## config.mk

```make
export PLATFORM = sky130hd
export DESIGN_NAME = hyperbus_read_burst_ctrl
export DESIGN_NICKNAME = d
export VERILOG_FILES = /design/src/rtl/hyperbus_read_burst_ctrl.sv
export SDC_FILE = /design/constraint.sdc
export NUM_CORES = 1
export LEC_CHECK = 0
export ABC_AREA = 1
export BUFFER_PORTS_ARGS = -buffer_cell sky130_fd_sc_hd__buf_2
export CAP_MARGIN = 10
export CORE_ASPECT_RATIO = 1.75
export CORE_MARGIN = 10
export CORE_UTILIZATION = 40
export CTS_BUF_LIST = sky130_fd_sc_hd__clkbuf_4 sky130_fd_sc_hd__clkbuf_8
export DETAILED_ROUTE_END_ITERATION = 12
export PLACE_DENSITY_LB_ADDON = 0.05
export SETUP_SLACK_MARGIN = 0.1
export SYNTH_ARGS = -nofsm -noshare
export SYNTH_HDL_FRONTEND = slang
export SYNTH_SLANG_ARGS = --single-unit
export TNS_END_PERCENT = 50
```

## constraint.sdc

```tcl
create_clock -name clk_rwds -period 4.8 [get_ports clk_rwds]
set_input_delay 0.72 -clock clk_rwds [delete_from_list [all_inputs] [get_ports clk_rwds]]
set_output_delay 0.72 -clock clk_rwds [all_outputs]
set_load 0.02 [all_outputs]
```

## src/rtl/hyperbus_read_burst_ctrl.sv

```systemverilog
// HyperBus read-capture sequencer in the RWDS domain: drops the priming edge and leading
// words, then qualifies a fixed-length burst into the read CDC FIFO. Option: HYPERBUS_RD_EXTRA_EDGE_CNT_EN.
module hyperbus_read_burst_ctrl #(
  parameter int unsigned CNT_W  = 16,
  parameter int unsigned SKIP_W = 4
) (
  input  logic              clk_rwds,
  input  logic              resetReadModule,
  input  logic [CNT_W-1:0]  burst_len_i,
  input  logic [SKIP_W-1:0] skip_i,
  input  logic [15:0]       ddr_data_i,
  input  logic              fifo_ready_i,
  output logic              fifo_valid_o,
  output logic [16:0]       fifo_data_o,
  output logic              done_o,
  output logic              overflow_o,
  output logic [CNT_W-1:0]  word_cnt_o,
  output logic [7:0]        extra_edges_o
);

  typedef enum logic [1:0] {
    PRIME  = 2'd0,
    SKIP   = 2'd1,
    STREAM = 2'd2,
    DONE   = 2'd3
  } state_t;

  state_t            r_state;
  state_t            w_state_nxt;
  logic [SKIP_W-1:0] r_skip_cnt;
  logic [SKIP_W-1:0] w_skip_cnt_nxt;
  logic [CNT_W-1:0]  r_word_cnt;
  logic [CNT_W-1:0]  w_word_cnt_nxt;
  logic              r_overflow;
  logic              w_overflow_nxt;

  logic w_skip_zero;
  logic w_len_zero;
  logic w_skip_last;
  logic w_word_last;
  logic w_streaming;

  assign w_skip_zero = (skip_i == '0);
  assign w_len_zero  = (burst_len_i == '0);
  assign w_skip_last = (r_skip_cnt == (skip_i - SKIP_W'(1)));
  assign w_word_last = (r_word_cnt == (burst_len_i - CNT_W'(1)));
  assign w_streaming = (r_state == STREAM);

  // State and counter registers; an asserted reset kills the burst instantly.
  always_ff @(posedge clk_rwds or posedge resetReadModule) begin
    if (resetReadModule) begin
      r_state    <= PRIME;
      r_skip_cnt <= '0;
      r_word_cnt <= '0;
      r_overflow <= 1'b0;
    end else begin
      r_state    <= w_state_nxt;
      r_skip_cnt <= w_skip_cnt_nxt;
      r_word_cnt <= w_word_cnt_nxt;
      r_overflow <= w_overflow_nxt;
    end
  end

  // Next-state logic; every counter leaves its state at its terminal value, so none can wrap.
  always_comb begin
    w_state_nxt    = r_state;
    w_skip_cnt_nxt = r_skip_cnt;
    w_word_cnt_nxt = r_word_cnt;
    w_overflow_nxt = r_overflow;
    case (r_state)
      PRIME: begin
        if (!w_skip_zero)     w_state_nxt = SKIP;
        else if (!w_len_zero) w_state_nxt = STREAM;
        else                  w_state_nxt = DONE;
      end
      SKIP: begin
        if (w_skip_last) begin
          w_skip_cnt_nxt = '0;
          w_state_nxt    = w_len_zero ? DONE : STREAM;
        end else begin
          w_skip_cnt_nxt = r_skip_cnt + SKIP_W'(1);
        end
      end
      STREAM: begin
        // A word refused by the FIFO is still counted to stay aligned with the bus.
        w_word_cnt_nxt = r_word_cnt + CNT_W'(1);
        if (!fifo_ready_i) w_overflow_nxt = 1'b1;
        if (w_word_last)   w_state_nxt    = DONE;
      end
      DONE: begin
        w_state_nxt = DONE;
      end
      default: begin
        w_state_nxt = PRIME;
      end
    endcase
  end

  assign fifo_valid_o = w_streaming;
  assign fifo_data_o  = {w_streaming & w_word_last, ddr_data_i};
  assign done_o       = (r_state == DONE);
  assign overflow_o   = r_overflow;
  assign word_cnt_o   = r_word_cnt;

`ifdef HYPERBUS_RD_EXTRA_EDGE_CNT_EN
  logic [7:0] r_extra_edges;

  // Saturating count of edges arriving after the burst completed.
  always_ff @(posedge clk_rwds or posedge resetReadModule) begin
    if (resetReadModule) begin
      r_extra_edges <= 8'd0;
    end else if ((r_state == DONE) && (r_extra_edges != 8'hFF)) begin
      r_extra_edges <= r_extra_edges + 8'd1;
    end
  end

  assign extra_edges_o = r_extra_edges;
`else
  assign extra_edges_o = 8'd0;
`endif

endmodule

```

==> flow_summary.ini <==
[synth]
synth.top_cells.by_area = dfrtp_1 (28%), nand2_1 (15%), buf_4 (8.9%)
mappedNetlistArea_sq_mm = 0.002036
ys.warnings.count = 0
ys.flop_type = dfrtp_1
yosys.area_share.simple_pct = 36.51
synth_top_area_cell = dfrtp_1
netlist_instances = 300
synth_top_family_by_area = simple AND/OR/NAND/NOR gates
ys_seq_elements = 23
synthDistinctLibCells = 28
synthArstFlopShare_pct = 100.0
yosys.area_share.adder_pct = 2.459
synth-seq-area-share_pct = 28.27
synth-edff-count = 0
synth_common_cells = nand2_1 (80), inv_1 (40), nor2_1 (40)
synth_top_area_share_pct = 28.27
synth-compound-area-share_pct = 3.258
synthMuxAreaShare_pct = 0
synthXorXnorAreaFrac_pct = 12.91
post-synth-top-count-cell = nand2_1
avgSynthCellArea_sq_um = 6.786

[timing]
post-route-period-util_pct = 67.50
finalHoldViolCount = 0
rsz0062_at_grt = no
drv_slew = 0
setup_viol = 0
slew_headroom_pct = 42.74
period_needed_ns = 3.240
setup_tns_ns = 0
fmax_ghz = 0.3086
tightest_slew_ns = 0.8580
fin_skew_ns = 0.003025

[drt]
drt_iter0_markers = 67
drc = 0
dr_total_vias = 1855
viasPerCell = 4.843
ant_nets = 0
routed_wl_um = 4872
dr.pass1.iters = 4
wl_per_cell_um = 12.72

[cts]
cts_tree = built
ctsResizeCount = 0
clkSlewWorstSetupHoldPaths_ns = 0.07
ctsLongestPathBuffers = 2
holdBufCountCts = 0
clk_latency_ns = 0.26
htreeDepth = 1
clockRootBuffer = clkbuf_8
cts.sinks = 23
post-cts-setup-buffers = 0
numCtsBuffers = 3

[pwr]
p_comb_share_pct = 16.4
p_int_uw = 281.0
clkPwrFrac_pct = 32.2
netSwitchingFraction_pct = 25.65
leakage_nw = 1.247
power.switching_uw = 96.93
vdd_ir_drop_max_v = 0.0001758
p_per_area_mw_per_mm2 = 171.1
pwr-share-seq_pct = 51.4

[worst_setup_path]
startpoint = burst_len_i[0]
start_kind = input pin
arrival_ns = 2.52
cp_data_required_time_ns = 4.08
slowest_delay_ns = 0.32
cp-endpoint = fifo_data_o[16]
crit_top_cell = nand2_1
endpoint_kind = output port
r2r_slack_ns = 2.99
path_class = in2out
r2r-end = word_cnt_o[15]$_DFFE_PP0P_
worst-r2r-cell-count = 7
cp_cell_sequence = buf_2, inv_1, ha_1, nand3_1, nor2_1, nand2_1, nand2_1, nand2_1, nand2_1, nand3_1, nor2_1, nand3_1, nor2_1, buf_2
regToRegStartpoint = r_state[1]$_DFFE_PP0P_
cp_max_fo = 6
worst_path_max_delay_cell = nor2_1

[global_routing]
grt_pass1_wl_um = 8073
grt-ovfl-total = 0
grt_pass1_vias = 1855
grt_use_total_pct = 11.77
grt_max_degree = 24
antenna_found_initial = 0

[placed_design]
gp_congestion = 0.8598
io_buffers = 42
hpwlAfterDp_um = 4241

[floorplan]
die_h_um = 114.4
num_rows = 34
ios = 83
fp.dieW_um = 73.93
design.die.area_sq_mm = 0.008455
design.core.area_sq_mm = 0.004935
initial_core_util_pct = 41.25

[min_path]
hold_path.class = reg2reg
min_path_cells = 1

[finish]
utilization_pct = 44.75
drive_gt1_share_pct = 17.33
antenna_cells = 0
area_growth_pct = 8.482
fill_cells = 580
final_nets = 373

[run]
cap_violations = 0

[status]
status = completed
==> per-layer routing <==
metal | part of all wire (%) | GRT usage, % | up-vias | wire length, um
met3 | 4.9 | 1.823 | 8 | 239
met1 | 35 | 11.15 | 865 | 1709
met2 | 58 | 23.00 | 29 | 2818
met5 | 0 | 0 | - | 0
met4 | 2.2 | 5.243 | 0 | 106
li1 | - | - | 953 | -
==> cell families after synthesis <==
kind of cell,count (synthesis)
xor+xnor,30
other cells,1
buf+inv,65
flops,23
fa+ha+maj,4
compound gates,11
simple gates,166
==> critical path: cells and delay by family <==
kind	cells	cell delay, ns
buffers and inverters	3	0.37
and+or+nand+nor	10	1.21
adders and majority gates	1	0.20
==> stage by stage <==
step	cells	hold slack (ns)	cell area [sq um]	worst slack (ns)	total power, mW
6_report	383	0.4692	2208	1.560	0.3779
5_1_grt	383	0.5180	2208	1.288	0.4016
4_1_cts	383	0.4781	2208	1.546	0.3866
3_5_place_dp	379	0.4578	2160	1.555	0.2606
3_3_place_gp	379	0.4560	2160	1.598	0.2606
2_1_floorplan	307	0.5262	2062	1.914	0.2625
==> layout make-up <==
type	count	area, sq um	share of cell area [%]
well taps	54	67.56	3.059
clock buffers	4	48.80	2.210
inverters	41	153.9	6.969
multi-input cells	219	1152	52.18
flip-flops and latches	23	575.6	26.06
repair buffers	42	210.2	9.518
==> power by group through the flow <==
stage	logic [mW]	registers, mW	clock network [mW]
6_report	0.0620	0.194	0.122
3_3_place_gp	0.0626	0.198	0
2_1_floorplan	0.0639	0.199	0
3_5_place_dp	0.0626	0.198	0
4_1_cts	0.0628	0.194	0.130
5_1_grt	0.0710	0.194	0.136
==> flip-flops by register name, summed over array words and instances (netlist names) <==
register and cells:
r_state 2, r_skip_cnt 4, word_cnt_o 16, overflow_o 1
==> placed cells by master, fill, tap and decap left out, types with 2 or more instances in the layout <==
cell      netlist  layout
nand2_1        80      80
buf_2           0      42
inv_1          40      40
nor2_1         40      40
dfrtp_1        23      23
nand3_1        22      22
xor2_1         18      18
xnor2_1        12      12
conb_1          1       8
nand3b_1        6       6
o21ai_0         5       5
nand4_1         4       4
ha_1            4       4
nor3_1          3       3
clkbuf_8        0       3
nor2_4          2       2
o21bai_1        2       2
nor2_2          2       2
nand2_2         2       2
==> worst min-delay path by stage <==
stage / startpoint / endpoint / slack [ns]
2_1_floorplan: r_state[1]$_DFFE_PP0P_ / r_state[1]$_DFFE_PP0P_ / 0.53
5_1_grt: overflow_o$_DFFE_PP0P_ / overflow_o$_DFFE_PP0P_ / 0.52
4_1_cts: overflow_o$_DFFE_PP0P_ / overflow_o$_DFFE_PP0P_ / 0.48
3_5_place_dp: overflow_o$_DFFE_PP0P_ / overflow_o$_DFFE_PP0P_ / 0.46
3_3_place_gp: overflow_o$_DFFE_PP0P_ / overflow_o$_DFFE_PP0P_ / 0.46
6_report: overflow_o$_DFFE_PP0P_ / overflow_o$_DFFE_PP0P_ / 0.47
Power figures use the tool's default switching activity.
